`src/rtl/seq_divider.sv`:
```
// Multi-cycle radix-2 restoring integer divider, one quotient bit per clock.
// Signed or unsigned per operation; flags divide-by-zero and MIN/-1 overflow.
module seq_divider #(
    parameter int unsigned WIDTH = 8
) (
    input  logic             clk,
    input  logic             rst,
    input  logic             start,
    input  logic             signed_mode,
    input  logic [WIDTH-1:0] dividend,
    input  logic [WIDTH-1:0] divisor,
    output logic             busy,
    output logic             done,
    output logic [WIDTH-1:0] quotient,
    output logic [WIDTH-1:0] remainder,
    output logic             div_by_zero,
    output logic             overflow
);

    localparam int unsigned CNT_W = $clog2(WIDTH + 1);
    localparam logic [CNT_W-1:0] CNT_LAST = CNT_W'(WIDTH - 1);
    localparam logic [CNT_W-1:0] CNT_ONE  = CNT_W'(1);
    localparam logic [WIDTH-1:0] MIN_VAL  = {1'b1, {(WIDTH-1){1'b0}}};
    localparam logic [WIDTH-1:0] ZERO_W   = '0;

    typedef enum logic [1:0] {StIdle, StCalc, StFix} state_t;

    state_t           state;
    logic [CNT_W-1:0] cnt;
    logic [WIDTH-1:0] q_work;
    logic [WIDTH-1:0] dsr_mag;
    logic [WIDTH:0]   r_work;
    logic             neg_q, neg_r, dz_pend, ov_pend;

    logic             dvd_neg, dsr_neg, is_zero, is_ovf, q_bit;
    logic [WIDTH-1:0] dvd_abs, dsr_abs, q_next;
    logic [WIDTH:0]   r_shift, r_diff, r_next;

    // Negating MIN in WIDTH bits yields the correct unsigned magnitude 2^(WIDTH-1).
    always_comb begin
        dvd_neg = signed_mode & dividend[WIDTH-1];
        dsr_neg = signed_mode & divisor[WIDTH-1];
        dvd_abs = dvd_neg ? (ZERO_W - dividend) : dividend;
        dsr_abs = dsr_neg ? (ZERO_W - divisor) : divisor;
        is_zero = (divisor == '0);
        is_ovf  = signed_mode && (dividend == MIN_VAL) && (divisor == '1);
    end

    // q_work doubles as the dividend shift register; quotient bits enter at the LSB.
    always_comb begin
        r_shift = (r_work << 1) | {{WIDTH{1'b0}}, q_work[WIDTH-1]};
        r_diff  = r_shift - {1'b0, dsr_mag};
        q_bit   = (r_shift >= {1'b0, dsr_mag});
        r_next  = q_bit ? r_diff : r_shift;
        q_next  = {q_work[WIDTH-2:0], q_bit};
    end

    always_ff @(posedge clk) begin
        if (rst) begin
            state       <= StIdle;
            cnt         <= '0;
            q_work      <= '0;
            r_work      <= '0;
            dsr_mag     <= '0;
            neg_q       <= 1'b0;
            neg_r       <= 1'b0;
            dz_pend     <= 1'b0;
            ov_pend     <= 1'b0;
            busy        <= 1'b0;
            done        <= 1'b0;
            quotient    <= '0;
            remainder   <= '0;
            div_by_zero <= 1'b0;
            overflow    <= 1'b0;
        end else begin
            done <= 1'b0;
            unique case (state)
                StIdle: begin
                    if (start) begin
                        busy        <= 1'b1;
                        div_by_zero <= 1'b0;
                        overflow    <= 1'b0;
                        cnt         <= '0;
                        dsr_mag     <= dsr_abs;
                        if (is_zero) begin
                            q_work  <= '1;
                            r_work  <= {1'b0, dividend};
                            neg_q   <= 1'b0;
                            neg_r   <= 1'b0;
                            dz_pend <= 1'b1;
                            ov_pend <= 1'b0;
                            state   <= StFix;
                        end else if (is_ovf) begin
                            q_work  <= MIN_VAL;
                            r_work  <= '0;
                            neg_q   <= 1'b0;
                            neg_r   <= 1'b0;
                            dz_pend <= 1'b0;
                            ov_pend <= 1'b1;
                            state   <= StFix;
                        end else begin
                            q_work  <= dvd_abs;
                            r_work  <= '0;
                            neg_q   <= dvd_neg ^ dsr_neg;
                            neg_r   <= dvd_neg;
                            dz_pend <= 1'b0;
                            ov_pend <= 1'b0;
                            state   <= StCalc;
                        end
                    end
                end
                StCalc: begin
                    q_work <= q_next;
                    r_work <= r_next;
                    cnt    <= cnt + CNT_ONE;
                    if (cnt == CNT_LAST) begin
                        state <= StFix;
                    end
                end
                StFix: begin
                    quotient    <= neg_q ? (ZERO_W - q_work) : q_work;
                    remainder   <= neg_r ? (ZERO_W - r_work[WIDTH-1:0]) : r_work[WIDTH-1:0];
                    div_by_zero <= dz_pend;
                    overflow    <= ov_pend;
                    done        <= 1'b1;
                    busy        <= 1'b0;
                    state       <= StIdle;
                end
                default: state <= StIdle;
            endcase
        end
    end

endmodule

```
`config.mk`:
```
export PLATFORM = sky130hd
export DESIGN_NAME = seq_divider
export DESIGN_NICKNAME = d
export VERILOG_FILES = /design/src/rtl/seq_divider.sv
export SDC_FILE = /design/constraint.sdc
export NUM_CORES = 1
export LEC_CHECK = 0
export ABC_CLOCK_PERIOD_IN_PS = 1830
export CAP_MARGIN = 40
export CORE_MARGIN = 1
export CORE_UTILIZATION = 50
export DETAILED_ROUTE_END_ITERATION = 10
export GPL_TIMING_DRIVEN = 1
export PLACE_DENSITY_LB_ADDON = 0.12
export REMOVE_ABC_BUFFERS = 1
export SYNTH_ARGS = -nofsm -noshare
export SYNTH_HDL_FRONTEND = slang
export SYNTH_SLANG_ARGS = --single-unit
```
`constraint.sdc`:
```
create_clock -name clk -period 1.83 [get_ports clk]
set_clock_uncertainty 0.1 [all_clocks]
set_input_delay 0.366 -clock clk [delete_from_list [all_inputs] [get_ports clk]]
set_output_delay 0.366 -clock clk [all_outputs]
set_load 0.02 [all_outputs]
```
-- Word level (Yosys, flattened, before mapping)
Cells that the tools add are included.
- bitwise gates (word level): 4
- add/sub/neg operators: 6
- mux-type cells: 32
- shifts and indexed selects: 0
- reduce and logical (&&, ||, !) cells: 10
- order comparisons: 1
- divide/modulo/power cells: 0
- multipliers: 0
- equality and inequality tests: 7
- operators by type and width (cell ; number):
    $mux W8 ; 10
    $pmux W8 S2 ; 2
    $sub A1 B8 Y8 const A ; 4
    $eq A8 B8 Y1 const B ; 2
    $mux W1 ; 10
    $ge A9 B8 Y1 ; 1
    $or A9 B1 Y9 ; 1
    $logic_not A8 Y1 ; 1
    $mux W2 ; 4
    $pmux W4 S2 ; 1
    $reduce_and A2 Y1 ; 4
    $sub A8 B8 Y8 ; 1
    $pmux W1 S2 ; 3
    $add A4 B1 Y4 const B ; 1
    $eq A4 B3 Y1 const B ; 1
    $mux W4 ; 1
    $ne A2 B2 Y1 const B ; 2
    $pmux W2 S2 ; 1
    $reduce_bool A2 Y1 ; 2
    $and A1 B1 Y1 ; 2
    $eq A2 B1 Y1 const B ; 1
    $eq A2 B2 Y1 const B ; 1
    $logic_and A1 B1 Y1 ; 2
    $logic_not A2 Y1 ; 1
    $xor A1 B1 Y1 ; 1
- bits in writable memories: 0
- output and inout port bits: 20
- memories kept: 0
- latch bits: 0
- flip-flop bits (word level): 54
- word-level logic and storage cells: 75
- ROM bits: 0

-- Depth between registers and ports, before layout
- depth in word-level cells: 7
- gate-level depth with buffers: 8
- depth with buffers taken out: 8

-- Worst setup path after synthesis
OpenSTA, ideal clock, no wires.
- path type: register -> register
- start point: register dsr_mag[6]
- end point: register r_work[0]
- arrival: 1.747 ns
- slack: -0.109 ns
- stages on the path, launching flop included: 9
- required time: 1.638 ns
- cells stage by stage: dfxtp_1 inv_1 ha_1 a21o_1 and2_1 or2_2 buf_2 o21a_1 o32ai_1
- longest elaborated chain between the ends: 3
- ends and longest elaborated chain (item ; line ; text):
    start: declaration ; 31 ; logic [WIDTH-1:0] dsr_mag;
    start signal: assignment ; 84 ; dsr_mag <= dsr_abs;
    $ge A9 B8 Y1 ; 53 ; q_bit = (r_shift >= {1'b0, dsr_mag});
    $mux W8 ; 54 ; r_next = q_bit ? r_diff : r_shift;
    $pmux W8 S2 ; 77 ; unique case (state)
    end signal: assignment ; 87 ; r_work <= {1'b0, dividend};
    end signal: assignment ; 114 ; r_work <= r_next;
    end: declaration ; 32 ; logic [WIDTH:0] r_work;
No other way between the ends.
A chain may end at the register's enable or synchronous reset.

-- Final worst setup path
- start point: register dsr_mag[6]
- end point: register r_work[2]
Same word-level chain as after synthesis.

==> impl_metrics.env <==
export IMPL_clock_tree_root_cell="sky130_fd_sc_hd__clkbuf_8"
export IMPL_drtPass1Iterations=5
export IMPL_ir_worst_vdd_uv=489
export IMPL_cp_slowest_stage_delay_ps=350
export IMPL_clock_tree_buffer_depth=2
export IMPL_final_min_period_over_clock_period_pct=108
export IMPL_min_delay_path_class="in -> reg"
export IMPL_violations="negative setup slack"
export IMPL_area_growth_pct=50.2
export IMPL_synth_cells=390
export IMPL_seq_area_frac_synth_pct=33.9
export IMPL_power_static_leakage_nw=1.98
export IMPL_design_power_total_w=0.00432
export IMPL_cts_hold_buffers_added=0
export IMPL_drt_drc_violations_left=0
export IMPL_worst_slew_pin_transition_ps=421
export IMPL_timing_reg2reg_setup_slack_ps=-140
export IMPL_core_region_area_um2=6030
export IMPL_clock_sinks=54
export IMPL_timing_reg2reg_worst_path_depth=8
export IMPL_synth_enable_flop_cells=0
export IMPL_instances_no_fill=587
export IMPL_detail_route_iter0_violations=284
export IMPL_die_height_um=81.9
export IMPL_start_util_pct=53.0
export IMPL_status="finished with violations"
export IMPL_asyncSetResetFlopFracSynth_pct=0
export IMPL_tritoncts="done"
export IMPL_first_global_vias=3260
export IMPL_wl_per_cell_um=17.5
export IMPL_global_route_usage_total_pct=29.9
export IMPL_syn_area_per_cell_um2=8.19
export IMPL_count_of_antenna_violating_nets_left_after_detailed_routing=0
export IMPL_period_minus_slack_ps=1970
export IMPL_dieArea_um2=6710
export IMPL_hold_depth=2
export IMPL_critPathMaxFanout=6
export IMPL_place_congestion=0.907
export IMPL_numCtsBuffers=5
export IMPL_nNetsFinal=546
export IMPL_report_final_hold_viol_count=0
export IMPL_clock_fmax_mhz=507
export IMPL_grt_overflow_total=0
export IMPL_die_x_um=81.9
export IMPL_ys_ff_latch=54
export IMPL_insertion_delay_ps=320
export IMPL_crit_chain="inv_2 > ha_4 > a21o_1 > and2_4 > or2_4 > buf_6 > o211ai_1 > o221ai_1"
export IMPL_path_clk_slew_ps=100
export IMPL_placedCellCount=568
export IMPL_final_setup_viol_count=9
export IMPL_slew_viol_final=0
export IMPL_routed_wirelength_um=10200
export IMPL_worst_endpoint_required_ps=1910
export IMPL_worst_r2r_endpoint="r_work[2]$_SDFFE_PP0P_"
export IMPL_postLayoutCoreUtil_pct=79.6
export IMPL_numPortBuffers=39
export IMPL_timing_critical_path_max_delay_family="compound AO/OA/AOI/OAI gates"
export IMPL_start_kind="flop"
export IMPL_worstHoldEndpoint="r_work[0]$_SDFFE_PP0P_"
export IMPL_via_per_inst=5.99
export IMPL_initial_antenna_violation_count=0
export IMPL_diodes=0
export IMPL_cts_htree_levels=2
export IMPL_fraction_of_layout_instances_using_a_drive_strength_above_1_pct=34.2
export IMPL_startpoint_of_the_worst_hold_path="rst"
export IMPL_postLayoutSetupSlackWorst_ps=-143
export IMPL_synth_cell_types=53
export IMPL_timing_max_cap_violations=0
export IMPL_via_count=3519
export IMPL_criticalPathCategory="reg -> reg"
export IMPL_detailed_place_hpwl_um=6590
export IMPL_placementRows=28
export IMPL_r2r_start="dsr_mag[6]$_SDFFE_PP0P_"
export IMPL_cpMaxStageDelayCell="sky130_fd_sc_hd__dfxtp_2"
export IMPL_worst_slew_margin_rel_pct=71.7
export IMPL_power_density_cell_area_nw_per_um2=902
export IMPL_syn_area_um2=3190
export IMPL_rsz0062_at_grt="yes"
export IMPL_synth_yosys_warnings=0
export IMPL_worstPathArrival_ps=2050
export IMPL_worst_hold_slack_ps=362
export IMPL_pin_count=40
export IMPL_cp_num_buf_inv=2
export IMPL_grt_first_pass_wirelength_um=15000
export IMPL_timing_critical_path_to_type="flop"
export IMPL_grt_start_max_net_pins=33
export IMPL_most_used_dff_post_synth="sky130_fd_sc_hd__dfxtp_1"
-- synth_stat cells, types with 2 or more instances --
master	number	share of area, %
sky130_fd_sc_hd__a2111oi_1	2	0.63
sky130_fd_sc_hd__a211oi_1	19	4.5
sky130_fd_sc_hd__a21o_1	2	0.47
sky130_fd_sc_hd__a21oi_1	24	3.8
sky130_fd_sc_hd__a22oi_1	8	1.9
sky130_fd_sc_hd__a311oi_1	7	1.9
sky130_fd_sc_hd__a31oi_1	5	0.98
sky130_fd_sc_hd__and2_1	2	0.39
sky130_fd_sc_hd__buf_2	3	0.47
sky130_fd_sc_hd__clkbuf_1	17	2.0
sky130_fd_sc_hd__dfxtp_1	54	34
sky130_fd_sc_hd__ha_1	14	5.5
sky130_fd_sc_hd__inv_1	21	2.5
sky130_fd_sc_hd__mux2i_1	3	0.94
sky130_fd_sc_hd__nand2_1	32	3.8
sky130_fd_sc_hd__nand2b_1	7	1.4
sky130_fd_sc_hd__nand3_1	10	1.6
sky130_fd_sc_hd__nand4_1	2	0.39
sky130_fd_sc_hd__nand4b_1	3	0.82
sky130_fd_sc_hd__nor2_1	51	6.0
sky130_fd_sc_hd__nor2b_1	4	0.78
sky130_fd_sc_hd__nor3_1	5	0.78
sky130_fd_sc_hd__nor3b_1	2	0.47
sky130_fd_sc_hd__nor4_4	2	1.3
sky130_fd_sc_hd__o211ai_1	4	0.94
sky130_fd_sc_hd__o21a_1	4	0.94
sky130_fd_sc_hd__o21ai_0	7	1.1
sky130_fd_sc_hd__o221ai_1	6	1.6
sky130_fd_sc_hd__o311a_1	2	0.63
sky130_fd_sc_hd__o31ai_1	8	1.9
sky130_fd_sc_hd__o32ai_1	2	0.55
sky130_fd_sc_hd__o41ai_1	2	0.55
sky130_fd_sc_hd__or2_0	2	0.39
sky130_fd_sc_hd__or2_1	2	0.39
sky130_fd_sc_hd__or2_2	4	0.78
sky130_fd_sc_hd__or3_1	8	1.6
sky130_fd_sc_hd__xnor2_1	11	3.0
sky130_fd_sc_hd__xor2_1	14	3.8
-- worst register-to-register path, stage by stage (launching register included) --
cell                       delay, ps
sky130_fd_sc_hd__dfxtp_2         350
sky130_fd_sc_hd__inv_2            50
sky130_fd_sc_hd__ha_4            240
sky130_fd_sc_hd__a21o_1          210
sky130_fd_sc_hd__and2_4          150
sky130_fd_sc_hd__or2_4           260
sky130_fd_sc_hd__buf_6           130
sky130_fd_sc_hd__o211ai_1        190
sky130_fd_sc_hd__o221ai_1        160
-- repair_timing --
action	CTS	global route
pin swaps	21	22
resized for setup	57	42
endpoints found under the setup margin	21	19
buffers inserted	5	5
cloned	1	0
-- placed cells by master, fill, tap and decap left out, types with 6 or more instances in the layout --
cell type / Yosys / final
sky130_fd_sc_hd__xor2_1: 14 / 14
sky130_fd_sc_hd__ha_4: 0 / 8
sky130_fd_sc_hd__dfxtp_1: 54 / 42
sky130_fd_sc_hd__a211oi_1: 19 / 19
sky130_fd_sc_hd__clkdlybuf4s50_1: 0 / 23
sky130_fd_sc_hd__or3_1: 8 / 7
sky130_fd_sc_hd__nand2_1: 32 / 30
sky130_fd_sc_hd__dlymetal6s2s_1: 0 / 7
sky130_fd_sc_hd__buf_6: 1 / 8
sky130_fd_sc_hd__buf_4: 0 / 88
sky130_fd_sc_hd__dlygate4sd2_1: 0 / 8
sky130_fd_sc_hd__a311oi_1: 7 / 7
sky130_fd_sc_hd__nor2_1: 51 / 49
sky130_fd_sc_hd__nand3_1: 10 / 6
sky130_fd_sc_hd__nand2b_1: 7 / 6
sky130_fd_sc_hd__inv_1: 21 / 16
sky130_fd_sc_hd__a21oi_1: 24 / 18
sky130_fd_sc_hd__clkbuf_8: 0 / 6
sky130_fd_sc_hd__xnor2_1: 11 / 11
sky130_fd_sc_hd__o31ai_1: 8 / 6
sky130_fd_sc_hd__dfxtp_2: 0 / 9
sky130_fd_sc_hd__a22oi_1: 8 / 8
-- per-stage QoR --
stage	TNS [ps]	setup WS, ps	cell area, µm²
2_1_floorplan	-5520	-289	3100
3_3_place_gp	-9550	-453	4230
3_5_place_dp	-10580	-490	4230
4_1_cts	-663	-94.6	4590
5_1_grt	-1540	-189	4800
6_report	-730	-143	4800
-- flip-flops by register name, summed over array words and instances, names as in the netlist --
name / cells
q_work: 8
r_work: 8
ov_pend: 1
dsr_mag: 8
remainder: 8
busy: 1
overflow: 1
quotient: 8
dz_pend: 1
state: 2
done: 1
div_by_zero: 1
neg_q: 1
neg_r: 1
cnt: 4
-- how the worst max path moves through the flow --
stage	end	depth (start not counted)	from
2_1_floorplan	q_work[0]$_SDFFE_PP0P_	6	r_work[1]$_SDFFE_PP0P_
3_3_place_gp	q_work[5]$_SDFFE_PP0P_	8	dividend[0]
3_5_place_dp	r_work[2]$_SDFFE_PP0P_	6	start
4_1_cts	r_work[6]$_SDFFE_PP0P_	8	q_work[7]$_SDFFE_PP0P_
5_1_grt	r_work[2]$_SDFFE_PP0P_	8	dsr_mag[6]$_SDFFE_PP0P_
6_report	r_work[2]$_SDFFE_PP0P_	8	dsr_mag[6]$_SDFFE_PP0P_
-- area by class of cell --
type / count / area (µm²)
Multi-Input combinational cell: 293 / 2250
Tap cell: 75 / 93.8
Fill cell: 403 / 1230
Clock inverter: 2 / 38.8
Timing Repair Buffer: 136 / 1150
Sequential cell: 54 / 1100
Inverter: 21 / 78.8
Clock buffer: 6 / 82.6
-- per-layer routing --
metal  GRT usage, %  share of wire (%)  vias to the layer above
met2           52.9                 49                      169
met3           5.00                6.5                       44
met4           14.6                4.5                        0
li1               -                  -                     1646
met1           34.5                 40                     1660
met5              0                  0                        -
-- logic make-up (layout without fill, tap and decap cells) --
logic type      count (synthesis)  count (layout)  share of synthesized area (%)
compound gates                107             107                           23.9
xor+xnor                       25              25                           6.86
flops                          54              54                           33.9
fa+ha+maj                      15              15                           6.11
simple gates                  143             143                           22.9
mux                             3               3                          0.940
buf+inv                        43             165                           5.41
-- where the power goes --
part / internal [W] / switching (W) / total (W) / leakage [nW]
Sequential: 0.00128 / 0.000110 / 0.00139 / 0.447
Combinational: 0.00104 / 0.00101 / 0.00205 / 1.48
Clock: 0.000451 / 0.000434 / 0.000885 / 0.0618
No activity file was read; power rests on OpenSTA's default activity.
